===== config.mk =====
export PLATFORM = sky130hd
export DESIGN_NAME = rr_grant_encoder
export DESIGN_NICKNAME = d
export VERILOG_FILES = /design/src/rtl/rr_grant_encoder_pkg.sv /design/src/rtl/rr_pick.sv /design/src/rtl/rr_grant_encoder.sv
export SDC_FILE = /design/constraint.sdc
export NUM_CORES = 1
export LEC_CHECK = 0
export ABC_AREA = 1
export BUFFER_PORTS_ARGS = -buffer_cell sky130_fd_sc_hd__buf_2
export CAP_MARGIN = 20
export CORE_ASPECT_RATIO = 1.25
export CORE_MARGIN = 4
export CORE_UTILIZATION = 60
export CTS_CLUSTER_DIAMETER = 150
export DETAILED_ROUTE_END_ITERATION = 8
export PLACE_DENSITY = 0.81
export SETUP_SLACK_MARGIN = 0.5
export SLEW_MARGIN = 5
export SYNTH_ARGS = -nofsm -noshare
export SYNTH_HDL_FRONTEND = slang
export SYNTH_SLANG_ARGS = --single-unit

===== constraint.sdc =====
create_clock -name clk -period 4.44 [get_ports clk]
set_clock_uncertainty 0.15 [all_clocks]
set_input_delay 0.444 -clock clk [delete_from_list [all_inputs] [get_ports clk]]
set_output_delay 0.444 -clock clk [all_outputs]
set_load 0.05 [all_outputs]

===== src/rtl/rr_grant_encoder_pkg.sv =====
// Shared constants and state encoding for the round-robin grant encoder.
//   N_REQ : number of requesters (fixed at 8 to match the 3-bit index)
//   IDX_W : width of the binary grant index
//   state_e : arbiter FSM state (idle / grant held)
package rr_grant_encoder_pkg;

  localparam int unsigned N_REQ = 8;
  localparam int unsigned IDX_W = 3;

  typedef enum logic {
    StIdle  = 1'b0,
    StGrant = 1'b1
  } state_e;

endpackage


===== src/rtl/rr_pick.sv =====
// Combinational rotating-priority search.
//   req : request vector, bit k = requester k
//   ptr : highest-priority index; search order ptr, ptr+1, ... wrapping mod N_REQ
//   any : at least one request set
//   idx : first set request found in search order (ptr when none set)
module rr_pick
  import rr_grant_encoder_pkg::*;
(
  input  logic [N_REQ-1:0] req,
  input  logic [IDX_W-1:0] ptr,
  output logic             any,
  output logic [IDX_W-1:0] idx
);

  logic [IDX_W-1:0] k;

  // Walk from the lowest priority offset down so the nearest hit to ptr wins last.
  always_comb begin
    any = 1'b0;
    idx = ptr;
    k   = ptr;
    for (int i = N_REQ - 1; i >= 0; i--) begin
      k = ptr + IDX_W'(i);
      if (req[k]) begin
        any = 1'b1;
        idx = k;
      end
    end
  end

endmodule


===== src/rtl/rr_grant_encoder.sv =====
// Round-robin arbiter for 8 requesters producing a registered 3-bit grant index.
//   clk         : system clock, rising edge
//   rst         : synchronous active-high reset
//   req         : level-sensitive request lines
//   done        : single-cycle release pulse from the current owner
//   grant_idx   : registered index of the current owner
//   grant_valid : registered, high while grant_idx is owned
//   timeout     : registered single-cycle pulse after a forced release
module rr_grant_encoder
  import rr_grant_encoder_pkg::*;
#(
  parameter int unsigned MAX_HOLD = 16,
  parameter int unsigned HOLD_W   = 5
) (
  input  logic             clk,
  input  logic             rst,
  input  logic [N_REQ-1:0] req,
  input  logic             done,
  output logic [IDX_W-1:0] grant_idx,
  output logic             grant_valid,
  output logic             timeout
);

  localparam logic [HOLD_W-1:0] HoldLast = (MAX_HOLD == 0) ? '0 : HOLD_W'(MAX_HOLD - 1);

  state_e            state_q, state_d;
  logic [IDX_W-1:0]  ptr_q, ptr_d;
  logic [HOLD_W-1:0] hold_cnt_q, hold_cnt_d;
  logic [IDX_W-1:0]  grant_idx_q, grant_idx_d;
  logic              grant_valid_q, grant_valid_d;
  logic              timeout_q, timeout_d;

  logic [IDX_W-1:0]  pick_ptr;
  logic              pick_any;
  logic [IDX_W-1:0]  pick_idx;
  logic              hold_expired;
  logic              release_ev;

  assign hold_expired = (state_q == StGrant) && (MAX_HOLD != 0) && (hold_cnt_q == HoldLast);
  assign release_ev   = (state_q == StGrant) && (done || hold_expired);

  // While granted, search from the slot after the owner so a release re-arbitrates
  // with the rotated pointer in the same cycle.
  assign pick_ptr = (state_q == StGrant) ? grant_idx_q + IDX_W'(1) : ptr_q;

  rr_pick u_pick (
    .req (req),
    .ptr (pick_ptr),
    .any (pick_any),
    .idx (pick_idx)
  );

  always_comb begin
    state_d       = state_q;
    ptr_d         = ptr_q;
    hold_cnt_d    = hold_cnt_q;
    grant_idx_d   = grant_idx_q;
    grant_valid_d = grant_valid_q;
    // done wins over a coincident hold expiry, so no pulse in that case.
    timeout_d     = hold_expired && !done;

    unique case (state_q)
      StIdle: begin
        if (pick_any) begin
          state_d       = StGrant;
          grant_idx_d   = pick_idx;
          grant_valid_d = 1'b1;
          hold_cnt_d    = '0;
        end
      end
      StGrant: begin
        hold_cnt_d = hold_cnt_q + HOLD_W'(1);
        if (release_ev) begin
          ptr_d      = pick_ptr;
          hold_cnt_d = '0;
          if (pick_any) begin
            grant_idx_d = pick_idx;
          end else begin
            state_d       = StIdle;
            grant_valid_d = 1'b0;
          end
        end
      end
      default: state_d = StIdle;
    endcase
  end

  always_ff @(posedge clk) begin
    if (rst) begin
      state_q       <= StIdle;
      ptr_q         <= '0;
      hold_cnt_q    <= '0;
      grant_idx_q   <= '0;
      grant_valid_q <= 1'b0;
      timeout_q     <= 1'b0;
    end else begin
      state_q       <= state_d;
      ptr_q         <= ptr_d;
      hold_cnt_q    <= hold_cnt_d;
      grant_idx_q   <= grant_idx_d;
      grant_valid_q <= grant_valid_d;
      timeout_q     <= timeout_d;
    end
  end

  assign grant_idx   = grant_idx_q;
  assign grant_valid = grant_valid_q;
  assign timeout     = timeout_q;

endmodule


Word-level counts from Yosys, hierarchy flattened
Cells that the tools add are included.
{"block": "word_totals", "register_bits": 14, "latchBits": 0, "ramBits": 0, "mem_bits_ro": 0, "word_cells": 81, "memories": 0}
{"block": "op_classes", "addsub": 9, "multipliers": 0, "n_div": 0, "order_cmp": 8, "n_eq_ne": 4, "n_shift": 0, "n_mux": 46, "n_bitwise": 1, "reduce_logical": 7}
{"op": "two-way mux 3 bit", "count": 11}
{"op": "< comparator 3 x 4 -> 1 bit, second input constant", "count": 8}
{"op": "binary-select mux 1 bit (select 3 bit)", "count": 8}
{"op": "two-way mux 1 bit", "count": 21}
{"op": "adder 3 bit, second input constant", "count": 4}
{"op": "two-way mux 5 bit", "count": 2}
{"op": "case mux 5 bit (2 select lines)", "count": 1}
{"op": "adder 3 x 1 -> 3 bit, second input constant", "count": 2}
{"op": "adder 3 x 2 -> 3 bit, second input constant", "count": 2}
{"op": "case mux 3 bit (2 select lines)", "count": 1}
{"op": "adder 5 x 1 -> 5 bit, second input constant", "count": 1}
{"op": "== test 5 x 4 -> 1 bit, second input constant", "count": 1}
{"op": "!= test 2 bit, second input constant", "count": 2}
{"op": "case mux 1 bit (2 select lines)", "count": 2}
{"op": "logical AND 1 bit", "count": 3}
{"op": "AND reduction 3 bit", "count": 1}
{"op": "!= test 2 x 1 -> 1 bit, second input constant", "count": 1}
{"op": "AND reduction 2 bit", "count": 1}
{"op": "zero test 1 bit", "count": 1}
{"op": "logical OR 1 bit", "count": 1}
{"op": "inverter 1 bit", "count": 1}

Depth between registers and ports, before layout
Gate-level depths: netlist (run 1).
{"block": "logic_depth", "depth_word": 16, "mapped_depth": 21, "depth_no_buf": 20}

Modules after synthesis
A second synthesis (run 1) with hierarchy kept.
{"block": "unflattened", "cells_unflattened": 211, "area_unflattened_um2": 1336.3}
{"mod": "rr_pick", "instances": 1, "cells_each": 126, "area_each_um2": 686.9}
{"mod": "rr_grant_encoder", "instances": 1, "cells_each": 85, "area_each_um2": 649.4}

Worst setup path before layout (run 1)
Ideal clock, no wire load.
{"block": "synth_path", "kind": "register to register", "from": "register grant_idx_q[0] (netlist: grant_idx[0])", "to": "register grant_idx_q[0] (netlist: grant_idx[0])", "arrival_time_ns": 2.578, "required_time_ns": 4.172, "slack_ns": 1.594, "path_stages_with_launch": 16, "cell_sequence": "dfxtp_1 ha_1 nand2_1 nand2_1 buf_6 ha_1 nand3_1 o21ai_1 nand2_1 nand2_1 nor3_2 nand2_2 nand2_2 inv_2 o21ai_0 nor2_1"}
{"block": "synth_between", "elab_chain_len": 16, "elab_cells_between_ends": 44, "classes_between": "add/sub: 8; mux: 36"}
{"item": "start: declaration", "line_no": "rr_grant_encoder.sv:29", "text": "logic [IDX_W-1:0] grant_idx_q, grant_idx_d;"}
{"item": "start signal: assignment", "line_no": "rr_grant_encoder.sv:100", "text": "grant_idx_q <= grant_idx_d;"}
{"item": "adder 3 x 1 -> 3 bit", "line_no": "rr_grant_encoder.sv:44", "text": "assign pick_ptr = (state_q == StGrant) ? grant_idx_q + IDX_W'(1) : ptr_q;"}
{"item": "two-way mux 3 bit", "line_no": "rr_grant_encoder.sv:44"}
{"item": "adder 3 bit", "line_no": "rr_pick.sv:23", "text": "k = ptr + IDX_W'(i);"}
{"item": "binary-select mux 1 bit (select 3 bit)", "line_no": "rr_pick.sv:24", "text": "if (req[k]) begin"}
{"item": "two-way mux 1 bit (implied by the code)", "line_no": "rr_pick.sv:24"}
{"item": "two-way mux 3 bit or two-way mux 1 bit (tied branches) (8 in series)", "line_no": "rr_pick.sv:24"}
{"item": "two-way mux 3 bit (*)", "line_no": "rr_grant_encoder.sv:64, rr_grant_encoder.sv:76"}
{"item": "two-way mux 3 bit", "line_no": "rr_grant_encoder.sv:73", "text": "if (release_ev) begin"}
{"item": "case mux 3 bit (2 select lines) (*)", "line_no": "rr_grant_encoder.sv:62", "text": "unique case (state_q)"}
Mark *: on every way between the ends. The rest lies on a longest branch, timed or not. The select of a mux whose other input is x is not followed.
A chain may end at the register's enable or synchronous reset.

Final worst setup path (run 1)
{"block": "layout_path", "from": "register state_q", "to": "register grant_idx_q[0] (netlist: grant_idx[0])"}
{"block": "layout_between", "elab_chain_len": 15, "elab_cells_between_ends": 48, "classes_between": "add/sub: 7; eq/ne: 1; mux: 36; bitwise: 1; reduce/logical: 3"}
{"item": "start: declaration", "line_no": "rr_grant_encoder.sv:26", "text": "state_e state_q, state_d;"}
{"item": "start signal: assignment", "line_no": "rr_grant_encoder.sv:90", "text": "state_q <= StIdle;"}
{"item": "start signal: assignment", "line_no": "rr_grant_encoder.sv:97", "text": "state_q <= state_d;"}
{"item": "two-way mux 3 bit", "line_no": "rr_grant_encoder.sv:44"}
{"item": "adder 3 bit", "line_no": "rr_pick.sv:23"}
{"item": "binary-select mux 1 bit (select 3 bit)", "line_no": "rr_pick.sv:24"}
{"item": "two-way mux 1 bit (implied by the code)", "line_no": "rr_pick.sv:24"}
{"item": "two-way mux 3 bit or two-way mux 1 bit (tied branches) (8 in series)", "line_no": "rr_pick.sv:24"}
{"item": "two-way mux 3 bit", "line_no": "rr_grant_encoder.sv:64, rr_grant_encoder.sv:76"}
{"item": "two-way mux 3 bit", "line_no": "rr_grant_encoder.sv:73"}
{"item": "case mux 3 bit (2 select lines)", "line_no": "rr_grant_encoder.sv:62"}
Several ways; a longest one is shown, not always the timed one. The select of a mux whose other input is x is not followed.

==> results of run 1 <==
layout by cell type (no fill, tap or decap):
cell        n
a211oi_2    1
a21oi_1    17
buf_2      15
clkbuf_4    3
clkbuf_8    1
clkinv_1    1
dfxtp_1    14
ha_1        4
inv_1      32
inv_2       2
inv_8       1
nand2_1   113
nand2_2     9
nand2_4     3
nand2_8     1
nand3_1    24
nand3b_1    1
nor2_1      7
nor2_4      1
nor3_1      2
nor3_2      2
o211ai_1    1
o21a_1      3
o21ai_0     7
o21ai_1     6
or2_1       1
or2_2       3
xnor2_1     1
xor2_1      1
final cells by class:
type                       instances  area share [%]
clock buffer                       4            2.29
inverter                          36            8.98
multi-input combinational        208            63.9
sequential                        14            17.7
tap                               31            2.44
timing repair buffer              15            4.73
worst reg2reg max path, delay by kind of cell, from the launching register on:
family | cells | cell delay (ns)
flip-flops | 1 | 0.71
adder cells (fa/ha/maj) | 1 | 0.44
AND/OR/NAND/NOR | 9 | 1.11
buffers and inverters | 2 | 0.15
AO/OA/AOI/OAI | 2 | 0.23
routing by layer:
layer	share of wire, %	vias up
met5	0	-
met2	53	27
met4	2.5	0
li1	-	855
met1	42	720
met3	2.8	9
metrics by stage:
stage               power [mW]  area, sq um  instances  util (%)  hold WS, ns
finish                   0.949         1590        308      69.6        0.208
detailed placement       0.859         1550        304      68.0        0.309
global route              1.08         1590        308      69.6        0.210
floorplan                0.755         1480        262         -        0.283
CTS                      0.949         1590        308      69.6        0.201
global placement         0.857         1550        304      68.0        0.312
worst min path at each step:
stage | startpoint | slack, ns | to
after global placement | hold_cnt_q[4] | 0.31 | hold_cnt_q[4]
after CTS | done | 0.20 | timeout
after detailed placement | hold_cnt_q[4] | 0.31 | hold_cnt_q[4]
after global routing | done | 0.21 | timeout
after floorplan | hold_cnt_q[4] | 0.28 | hold_cnt_q[4]
final | done | 0.21 | timeout
flip-flops by register name, summed over array words and instances (netlist names):
signal       count
timeout          1
ptr_q            3
grant_valid      1
state_q          1
grant_idx        3
hold_cnt_q       5
power by group:
| group | switching, mW | internal [mW] | leakage (nW) | total (mW) |
|---|---|---|---|---|
| Sequential | 0.0214 | 0.143 | 0.115 | 0.164 |
| Clock | 0.0388 | 0.0499 | 0.0210 | 0.0886 |
| Combinational | 0.467 | 0.229 | 0.737 | 0.696 |
| Total | 0.528 | 0.422 | 0.873 | 0.949 |
cell families after synthesis:
group / synth area share, %
adder cells (fa/ha/maj): 3.38
flip-flops: 18.9
buffers and inverters: 12.7
AND/OR/NAND/NOR: 50.9
XOR/XNOR: 1.18
AO/OA/AOI/OAI: 13.0
==> summary.md, run 1 <==
| Metric | Value |
|---|---|
| Status | `finished, final reports clean` |
| DP Wirelength | `2680 microns` |
| Ports | `16` |
| Fraction of layout cells with a size suffix above 1 | `15.2%` |
| Clk Latency, worst-skew pair | `0.28 ns` |
| Final Critical Period | `2.91 ns` |
| Iter 0 DRT Violations | `52` |
| Crit path capture | `grant_idx[0]` |
| Residual DRC | `0` |
| Gr busiest metal | `met2` |
| Post-synth EDFFs | `0` |
| Final worst setup slack | `1.53 ns` |
| Clock-pin slew on the worst setup and hold paths | `0.08 ns` |
| Top cells by instance count after synthesis | `nand2_1, inv_1, nand3_1` |
| Filler cell count | `231` |
| Initial antenna violation count | `0` |
| GPL Wtd Cong | `0.912` |
| GRT met2 Usage | `42.7%` |
| Vias | `1,611` |
| Worst-path fanout max | `12` |
| Crit-path max cell delay | `0.71 ns` |
| Ys flop type | `dfxtp_1` |
| Number of cells on the critical path | `14` |
| Layout Nets | `293` |
| # resized after CTS | `0` |
| PD cells | `598 nW/um^2` |
| CP Capture Type | `register` |
| Pre-CTS setup slack | `1.56 ns` |
| CTS H-tree lvls | `1` |
| Area grow syn2layout | `7.09%` |
| Root Driver | `clkbuf_4` |
| Global-route wire length before repair | `6140 microns` |
| Critical path data arrival time | `2.93 ns` |
| R2r setup slk | `1.53 ns` |
| Max Cap Viol | `0` |
| GRT overflow | `0` |
| Reg-to-Reg End | `grant_idx[0]` |
| Worst r2r src | `state_q` |
| Hold_buf cts | `0` |
| Crit start category | `register` |
| Port Buf Inserts | `15` |
| Total track usage | `23.1%` |
| Initial Utilization | `65.0%` |
| Ant diodes | `0` |
| Vias in the first global route | `1,519` |
| Relative slew margins | `59.5%` |
| CP Buf/Inv Count | `2` |
| Syn nets | `277` |
| TNS Setup | `0 ns` |
| Initial DRT Pass Iterations | `4` |
| CP max stage cell | `dfxtp_1` |
| # setup viols final | `0` |
| Routing usage on met3 | `1.42%` |
| Leak pwr | `0.873 nW` |
| ANT nets after route | `0` |
| Syn Inst Count | `262` |
| Maximum VDD drop | `0.000362 V` |
| Synth area leaders | `nand2_1, dfxtp_1, nand3_1` |
| Share of the synthesized area in the top cell type | `28.6%` |
| GRT met1 Usage | `25.8%` |
| Die width | `52.5 microns` |
| YS warnings | `0` |
| Sequential fraction of the synthesis area | `18.9%` |
| Synth unique cells | `27` |
| CP required | `4.47 ns` |
| RSZ-0062 raised after global routing | `no` |
| Final hold violations | `0` |
| Yosys top cell by area | `nand2_1` |
| Inserted Clock Buffers | `3` |
| Critical Path Source | `state_q` |
| Fmax | `344 MHz` |
| CTS tree | `done` |
| Slew @ Worst Pin | `0.603 ns` |
| Flop and latch count out of synthesis | `14` |
| Core Area | `2280 sq um` |
| Final wirelength | `3290 microns` |
| # clock sinks | `14` |
| Die Y | `63.6 microns` |
| Most instantiated library cell after synthesis | `nand2_1` |
| Netlist Area Pre-Place | `1480 sq um` |
| Min-Delay Path Class | `input pin to register` |
| WL/cell | `10.7 microns` |
| Critical Path Most Common Cell | `nand2_1` |
| Largest net degree at the start of global routing | `14` |
| Crit path kind | `register to register` |
| Max-slew violation count | `0` |
| CP Cell Sequence | `inv_8 > nand2_1 > nand2_1 > ha_1 > nand3_1 > o21ai_1 > nand2_1 > nand2_1 > nor3_2 > nand2_2 > nand2_2 > inv_2 > o21ai_0 > nor2_1` |
| Row cnt | `19` |
| Cell family with most CP delay | `simple AND/OR/NAND/NOR gates` |
| Area of the multi-input gates | `1010 sq um` |
| Post-synth ARST share | `0%` |
| Die area | `3340 sq um` |
| Cells on worst reg2reg path | `14` |
| Total setup buffers inserted after CTS | `0` |
| Hold depth | `2` |
| Reg area | `280 sq um` |
| Synth Area per Inst | `5.66 sq um` |
| CTS Buffer Depth | `2` |
| Final worst-path cycle share | `65.5%` |
| Via-per-instance ratio | `5.23` |
Note: power is estimated with default switching activity, not from simulation.
==> run 2, diff against run 1 <==
--- a/config.mk
+++ b/config.mk
@@ -10,10 +10,10 @@
 export CAP_MARGIN = 20
 export CORE_ASPECT_RATIO = 1.25
 export CORE_MARGIN = 4
-export CORE_UTILIZATION = 60
+export CORE_UTILIZATION = 53
 export CTS_CLUSTER_DIAMETER = 150
 export DETAILED_ROUTE_END_ITERATION = 8
-export PLACE_DENSITY = 0.81
+export PLACE_DENSITY = 0.76
 export SETUP_SLACK_MARGIN = 0.5
 export SLEW_MARGIN = 5
 export SYNTH_ARGS = -nofsm -noshare
==> constraint.sdc (replaced) <==
create_clock -name clk -period 2.4 [get_ports clk]
set_clock_uncertainty 0.15 [all_clocks]
set_input_delay 0.24 -clock clk [delete_from_list [all_inputs] [get_ports clk]]
set_output_delay 0.24 -clock clk [all_outputs]
set_load 0.05 [all_outputs]
==> run 2 against run 1 <==
Setup slack got worse by 1.5 ns. Global-route usage grew 2.1 points. Die area increased by 11%. Worst hold slack worse by 0.19 ns. Critical path depth grew 4. Register-to-register slack lost 1.5 ns. Combinational power grew to 3.4 times the previous value. Count of clock-buffer cells in the layout down 1. First-iteration DRC count rose by 52%. Cell area rose by 39%. Utilization rose by 13 points. Cell count is 11% higher. Critical path type unchanged. Highest routed layer unchanged.
==> summary.md, run 2 (synthesized netlist as in run 1, its figures left out) <==
| Metric | Value |
|---|---|
| GPL Wtd Cong | `0.869 (-4.7%)` |
| Core Area | `2680 sq um (+17%)` |
| # clock sinks | `14 (unchanged)` |
| Initial Utilization | `55.3% (-9.6 points)` |
| Max reg flops | `5 (unchanged)` |
| Slew @ Worst Pin | `0.325 ns (-0.278 ns)` |
| Largest net degree at the start of global routing | `14 (unchanged)` |
| Via-per-instance ratio | `5.52 (+5.6%)` |
| Final hold violations | `0 (unchanged)` |
| Maximum VDD drop | `0.000698 V (+93%)` |
| Filler cell count | `166 (-28%)` |
| CTS Buffer Depth | `2 (unchanged)` |
| Final Critical Period | `2.34 ns (-0.565 ns)` |
| Fmax | `427 MHz (+24%)` |
| Sw frac | `53.9% (-1.7 points)` |
| Die area | `3710 sq um (+11%)` |
| CP Capture Type | `register` |
| Inserted Clock Buffers | `3 (unchanged)` |
| Crit start category | `register` |
| Clock power frac | `4.8% (-4.5 points)` |
| ANT nets after route | `0 (unchanged)` |
| CP required | `2.42 ns (-2.05 ns)` |
| Internal power | `1.28 mW (+200%)` |
| Final worst-path cycle share | `97.6% (+32 points)` |
| Min-Delay Path Class | `input pin to register` |
| Ant diodes | `0 (unchanged)` |
| Ports | `16 (unchanged)` |
| Flop pwr share | `11.1% (-6.2 points)` |
| CTS H-tree lvls | `1 (unchanged)` |
| Worst-path fanout max | `7 (-5)` |
| Critical path data arrival time | `2.37 ns (-0.56 ns)` |
| Critical Path Source | `grant_idx[0]` |
| Clock-pin slew on the worst setup and hold paths | `0.09 ns (about the same)` |
| Max-slew violation count | `0 (unchanged)` |
| Total power | `2.78 mW (+190%)` |
| DP Wirelength | `2900 microns (+8.1%)` |
| Initial DRT Pass Iterations | `4 (unchanged)` |
| Total track usage | `25.2% (+2.1 points)` |
| Max Cap Viol | `0 (unchanged)` |
| Initial antenna violation count | `0 (unchanged)` |
| Comb power frac | `84.0% (+11 points)` |
| Area grow syn2layout | `48.4%` |
| Fraction of layout cells with a size suffix above 1 | `46.0% (+31 points)` |
| Port Buf Inserts | `15 (unchanged)` |
| PD cells | `1260 nW/um^2 (+110%)` |
| Root Driver | `clkbuf_4` |
| Sw Pwr | `1.50 mW (+180%)` |
| Leak pwr | `1.14 nW (+31%)` |
| Hold slack final | `0.0203 ns (-0.188 ns)` |
| Vias | `1,895 (+18%)` |
| Final wirelength | `5010 microns (+52%)` |
| GRT overflow | `0 (unchanged)` |
| Layout Nets | `325 (+11%)` |
| Die width | `55.3 microns (+5.4%)` |
| Commonest cells after routing, fill and taps aside | `nand2_1, nand2_2, inv_1` |
| Crit path kind | `register to register` |
| Largest reg by FF count | `hold_cnt_q` |
| WL/cell | `14.6 microns (+37%)` |
| Residual DRC | `0 (unchanged)` |
| Clk Latency, worst-skew pair | `0.28 ns (about the same)` |
| Iter 0 DRT Violations | `79 (+52%)` |
| CTS tree | `done` |
| Row cnt | `21 (+2)` |
| Die Y | `67.1 microns (+5.6%)` |
| Commonest non-fill, non-tap cell in the layout | `nand2_1` |
| Hold Crit Start | `done` |
| Worst r2r src | `grant_idx[0]` |
| Relative slew margins | `78.3% (+19 points)` |
| Global-route wire length before repair | `7420 microns (+21%)` |
| # setup viols final | `0 (unchanged)` |
| Status | `finished, final reports clean` |
| Vias in the first global route | `1,774 (+17%)` |
| RSZ-0062 raised after global routing | `yes` |
## run 2: critical path: stages, from the launching register on
cell,delay (ns)
dfxtp_4,0.36
ha_4,0.28
inv_2,0.04
nand2_2,0.07
nand2_4,0.10
nand2_4,0.10
nand2_4,0.08
nand2_1,0.07
nand2_1,0.08
nand2_2,0.09
nand2_2,0.07
clkinv_1,0.06
nand2_2,0.06
nor3_4,0.19
nand2_4,0.10
nand2_4,0.08
inv_4,0.05
o21ai_2,0.14
a21oi_2,0.05
## run 2: cell type report
type | count | area (sq um) | share of cell area (%)
multi-input cells | 209 | 1360 | 61.7
repair buffers | 46 | 339 | 15.4
flip-flops and latches | 14 | 290 | 13.2
inverters | 36 | 145 | 6.59
well taps | 34 | 42.5 | 1.93
clock buffers | 3 | 22.5 | 1.02
clock inverters | 1 | 3.75 | 0.171
## run 2: metrics by stage
| stage | worst slack, ns | TNS, ns | util (%) | cells | instance area (sq um) |
|---|---|---|---|---|---|
| floorplan | 0.117 | 0 | - | 262 | 1540 |
| global placement | 0.0176 | 0 | 63.0 | 315 | 1690 |
| detailed placement | -0.00759 | -0.0141 | 63.0 | 315 | 1690 |
| CTS | 0.108 | 0 | 75.8 | 341 | 2030 |
| global route | -0.130 | -0.716 | 82.1 | 343 | 2200 |
| finish | 0.0581 | 0 | 82.1 | 343 | 2200 |
## run 2: final timing paths
| check | end | slack [ns] | depth (start not counted) |
|---|---|---|---|
| worst max-delay path | grant_idx[1] | 0.06 | 18 |
| worst max register to register | grant_idx[1] | 0.06 | 18 |
| worst min register to register | ptr_q[1] | 0.33 | 2 |
| worst min-delay path | timeout | 0.02 | 2 |
## run 2: power groups by stage
| stage | sequential (mW) | combinational (mW) | clock, mW |
|---|---|---|---|
| finish | 0.309 | 2.34 | 0.135 |
| floorplan | 0.396 | 1.09 | 0 |
| global route | 0.313 | 2.55 | 0.146 |
| global placement | 0.311 | 1.45 | 0 |
| detailed placement | 0.311 | 1.46 | 0 |
| CTS | 0.307 | 1.96 | 0.137 |
## run 2: routing by layer
metal | part of all wire, % | vias up | wire length [microns] | GRT usage [%]
met3 | 3.3 | 38 | 163 | 1.91
li1 | - | 927 | - | -
met5 | 0 | - | 0 | 0
met2 | 51 | 76 | 2570 | 47.2
met4 | 8.4 | 0 | 419 | 21.6
met1 | 37 | 854 | 1860 | 25.4
## run 2: timing repair
item	CTS	global route
setup buffers	21	2
hold buffers	0	0
pin swaps	35	18
resized for setup	46	42
endpoints found under the hold margin	0	0
endpoints found under the setup margin	10	13
cloned	1	0
==> run 3, diff against run 2 <==
--- a/config.mk
+++ b/config.mk
@@ -10,12 +10,13 @@
 export CAP_MARGIN = 20
 export CORE_ASPECT_RATIO = 1.25
 export CORE_MARGIN = 4
-export CORE_UTILIZATION = 53
+export CORE_UTILIZATION = 60
 export CTS_CLUSTER_DIAMETER = 150
 export DETAILED_ROUTE_END_ITERATION = 8
-export PLACE_DENSITY = 0.76
+export PLACE_DENSITY = 0.82
 export SETUP_SLACK_MARGIN = 0.5
 export SLEW_MARGIN = 5
 export SYNTH_ARGS = -nofsm -noshare
 export SYNTH_HDL_FRONTEND = slang
+export SYNTH_HIERARCHICAL = 1
 export SYNTH_SLANG_ARGS = --single-unit
==> constraint.sdc (replaced) <==
create_clock -name clk -period 2.99 [get_ports clk]
set_clock_uncertainty 0.15 [all_clocks]
set_input_delay 0.299 -clock clk [delete_from_list [all_inputs] [get_ports clk]]
set_output_delay 0.299 -clock clk [all_outputs]
set_load 0.05 [all_outputs]
==> run 3 against run 2 <==
Flip-flop and latch count did not move. Sequential power fell by 17%. First-iteration DRC count did not move. Cell area fell by 21%. Worst hold slack improved by 0.054 ns. Non-clock buffer count fell by 15. Fmax fell by 14%. Synthesized cell count fell by 19%. Register-to-register slack improved by 0.22 ns. Wire length fell by 15%. Critical path type unchanged. Highest routed layer unchanged.
==> summary.md, run 3 <==
| Metric | Value |
|---|---|
| # clock sinks | `14 (unchanged)` |
| Final wirelength | `4240 microns (-15%)` |
| Layout Nets | `259 (-20%)` |
| Share of the synthesized area in the top cell type | `21.0% (-7.6 points)` |
| Die area | `3050 sq um (-18%)` |
| Area of the multi-input gates | `1080 sq um (-21%)` |
| Fraction of layout cells with a size suffix above 1 | `37.2% (-8.8 points)` |
| Global-route wire length before repair | `7020 microns (-5.5%)` |
| GRT overflow | `0 (unchanged)` |
| Max reg flops | `5 (unchanged)` |
| # setup viols final | `0 (unchanged)` |
| Vias | `1,620 (-15%)` |
| Leak pwr | `0.840 nW (-26%)` |
| PD cells | `1370 nW/um^2 (+8.3%)` |
| Core Area | `2050 sq um (-24%)` |
| Synth unique cells | `27 (unchanged)` |
| Initial antenna violation count | `0 (unchanged)` |
| CP max stage cell | `dfxtp_4` |
| Fmax | `368 MHz (-14%)` |
| CP Cell Sequence | `ha_4 > nand2_4 > nand2_4 > inv_8 > ha_4 > nand3_2 > nand3_4 > nand2_4 > inv_4 > nand3_2 > nor3_2 > nand4_1 > nor2_2 > nand2_1 > o21a_1 > nor2_1` |
| Status | `finished, final reports clean` |
| Vias in the first global route | `1,612 (-9.1%)` |
| CTS tree | `done` |
| Metal1 wirelength | `1560 microns (-16%)` |
| Met2 WL post-DR | `2170 microns (-15%)` |
| Top Layer Used | `met4` |
| Top cells by instance count after synthesis | `nand2_1, nand3_1, dfxtp_1, inv_1, nor2_1` |
| Inserted Clock Buffers | `3 (unchanged)` |
| Synth Area per Inst | `6.33 sq um (+12%)` |
| Critical path data arrival time | `2.80 ns (+0.43 ns)` |
| Via-per-instance ratio | `5.96 (+7.8%)` |
| Worst-path fanout max | `6 (-1)` |
| Clk Latency, worst-skew pair | `0.29 ns (about the same)` |
| Most instantiated library cell after synthesis | `nand2_1` |
| Initial DRT Pass Iterations | `4 (unchanged)` |
| CP Buf/Inv Count | `2 (-1)` |
| Maximum VDD drop | `0.000996 V (+43%)` |
| Total power | `2.39 mW (-14%)` |
| Crit-path max cell delay | `0.38 ns (+0.02 ns)` |
| Max Cap Viol | `0 (unchanged)` |
| Hold_buf cts | `0 (unchanged)` |
| Relative slew margins | `79.2% (+0.87 points)` |
| CTS Buffer Depth | `2 (unchanged)` |
| RSZ-0062 raised after global routing | `yes` |
| Ports | `16 (unchanged)` |
| Yosys top cell by area | `dfxtp_1` |
| YS warnings | `6 (+6)` |
| CP Capture Type | `register` |
| Area grow syn2layout | `30.8%` |
| Port Buf Inserts | `15 (unchanged)` |
| Final worst-path cycle share | `90.8% (-6.7 points)` |
| Met3 WL | `219 microns (+34%)` |
| CP required | `3.07 ns (+0.65 ns)` |
| Critical Path Most Common Cell | `nand2_4` |
| WL/cell | `15.6 microns (+6.7%)` |
| Commonest non-fill, non-tap cell in the layout | `nand2_1` |
| Final Instance Area | `1750 sq um (-21%)` |
| Largest net degree at the start of global routing | `11 (-3)` |
| Iter 0 DRT Violations | `79 (unchanged)` |
| TNS Setup | `0 ns (unchanged)` |
| Die Y | `60.8 microns (-9.5%)` |
| Initial Utilization | `65.2% (+9.9 points)` |
| Cell family with most CP delay | `simple AND/OR/NAND/NOR gates` |
| Clock-pin slew on the worst setup and hold paths | `0.08 ns (about the same)` |
| Area of placed instances | `1520 sq um (-9.8%)` |
| Final worst setup slack | `0.274 ns (+0.216 ns)` |
| Pre-CTS setup slack | `0.188 ns (+0.195 ns)` |
| Post-synth ARST share | `0% (unchanged)` |
| CTS H-tree lvls | `1 (unchanged)` |
| Netlist Area Pre-Place | `1340 sq um (-9.9%)` |
| Residual DRC | `0 (unchanged)` |
| Ys flop type | `dfxtp_1` |
| Syn nets | `227 (-18%)` |
| Total track usage | `30.3% (+5.1 points)` |
| Commonest cells after routing, fill and taps aside | `nand2_1, nand3_1, buf_4` |
| Filler cell count | `129 (-22%)` |
| Slew @ Worst Pin | `0.311 ns (-0.0137 ns)` |
| Row cnt | `18 (-14%)` |
| Min-Delay Path Class | `input pin to register` |
| Post-synth EDFFs | `0 (unchanged)` |
| Final Critical Period | `2.72 ns (+0.374 ns)` |
| Synth area leaders | `dfxtp_1, nand2_1, nand3_1` |
| Sequential fraction of the synthesis area | `21.0% (+2.1 points)` |
| Die width | `50.2 microns (-9.2%)` |
| Max-slew violation count | `0 (unchanged)` |
| Root Driver | `clkbuf_4` |
| GPL Wtd Cong | `1.03 (+18%)` |
| Crit start category | `register` |
| ANT nets after route | `0 (unchanged)` |
| DP Wirelength | `2830 microns (-2.3%)` |
| Syn Inst Count | `211 (-19%)` |
| Crit path kind | `register to register` |
| Reg area | `288 sq um (-0.86%)` |
| Ant diodes | `0 (unchanged)` |
| Final hold violations | `0 (unchanged)` |
| Largest reg by FF count | `hold_cnt_q` |
| Flop and latch count out of synthesis | `14 (unchanged)` |
## run 3: area by class of cell
cell class / count / area share [%]
sequential: 14 / 16.5
timing repair buffer: 31 / 11.2
inverter: 26 / 7.02
clock buffer: 3 / 1.29
clock inverter: 1 / 0.215
tap: 30 / 2.15
multi-input combinational: 167 / 61.7
## run 3: kinds of logic (layout without fill, tap and decap cells)
group / count (synthesis) / count (layout) / share of synthesized area, %
xor+xnor: 4 / 4 / 3.75
buf+inv: 30 / 61 / 11.0
simple gates: 129 / 129 / 46.3
compound gates: 29 / 29 / 13.4
flops: 14 / 14 / 21.0
fa+ha+maj: 5 / 5 / 4.68
## run 3: repair_timing
| action | in CTS | in global routing |
|---|---|---|
| cloned | 0 | 0 |
| pin swaps | 15 | 6 |
| buffers inserted | 13 | 1 |
| resized for setup | 12 | 5 |
| endpoints found under the setup margin | 10 | 10 |
## run 3: worst paths after layout
kind	cells past startpoint	endpoint	from	slack (ns)
worst min register to register	2	ptr_q[1]	ptr_q[1]	0.33
worst max register to register	16	hold_cnt_q[4]	grant_idx[0]	0.27
worst max-delay path	16	hold_cnt_q[4]	grant_idx[0]	0.27
worst min-delay path	2	timeout	done	0.07
## run 3: per-stage QoR
| stage | hold slack (ns) | utilization (%) | std cells |
|---|---|---|---|
| detailed placement | 0.306 | 74.3 | 254 |
| global route | 0.0766 | 85.3 | 272 |
| global placement | 0.304 | 74.3 | 254 |
| finish | 0.0740 | 85.3 | 272 |
| floorplan | 0.227 | - | 211 |
| CTS | 0.0682 | 83.5 | 271 |
## run 3: power by group
part | switching (mW) | internal [mW] | leakage (nW)
sequential | 0.0319 | 0.223 | 0.116
clock | 0.0625 | 0.0486 | 0.0154
combinational | 1.26 | 0.762 | 0.709
total | 1.36 | 1.03 | 0.840
## run 3: layer usage
layer | vias to the layer above | track usage (%)
li1 | 763 | -
met4 | 0 | 26.1
met5 | - | 0
met1 | 728 | 28.8
met3 | 39 | 3.93
met2 | 90 | 57.5
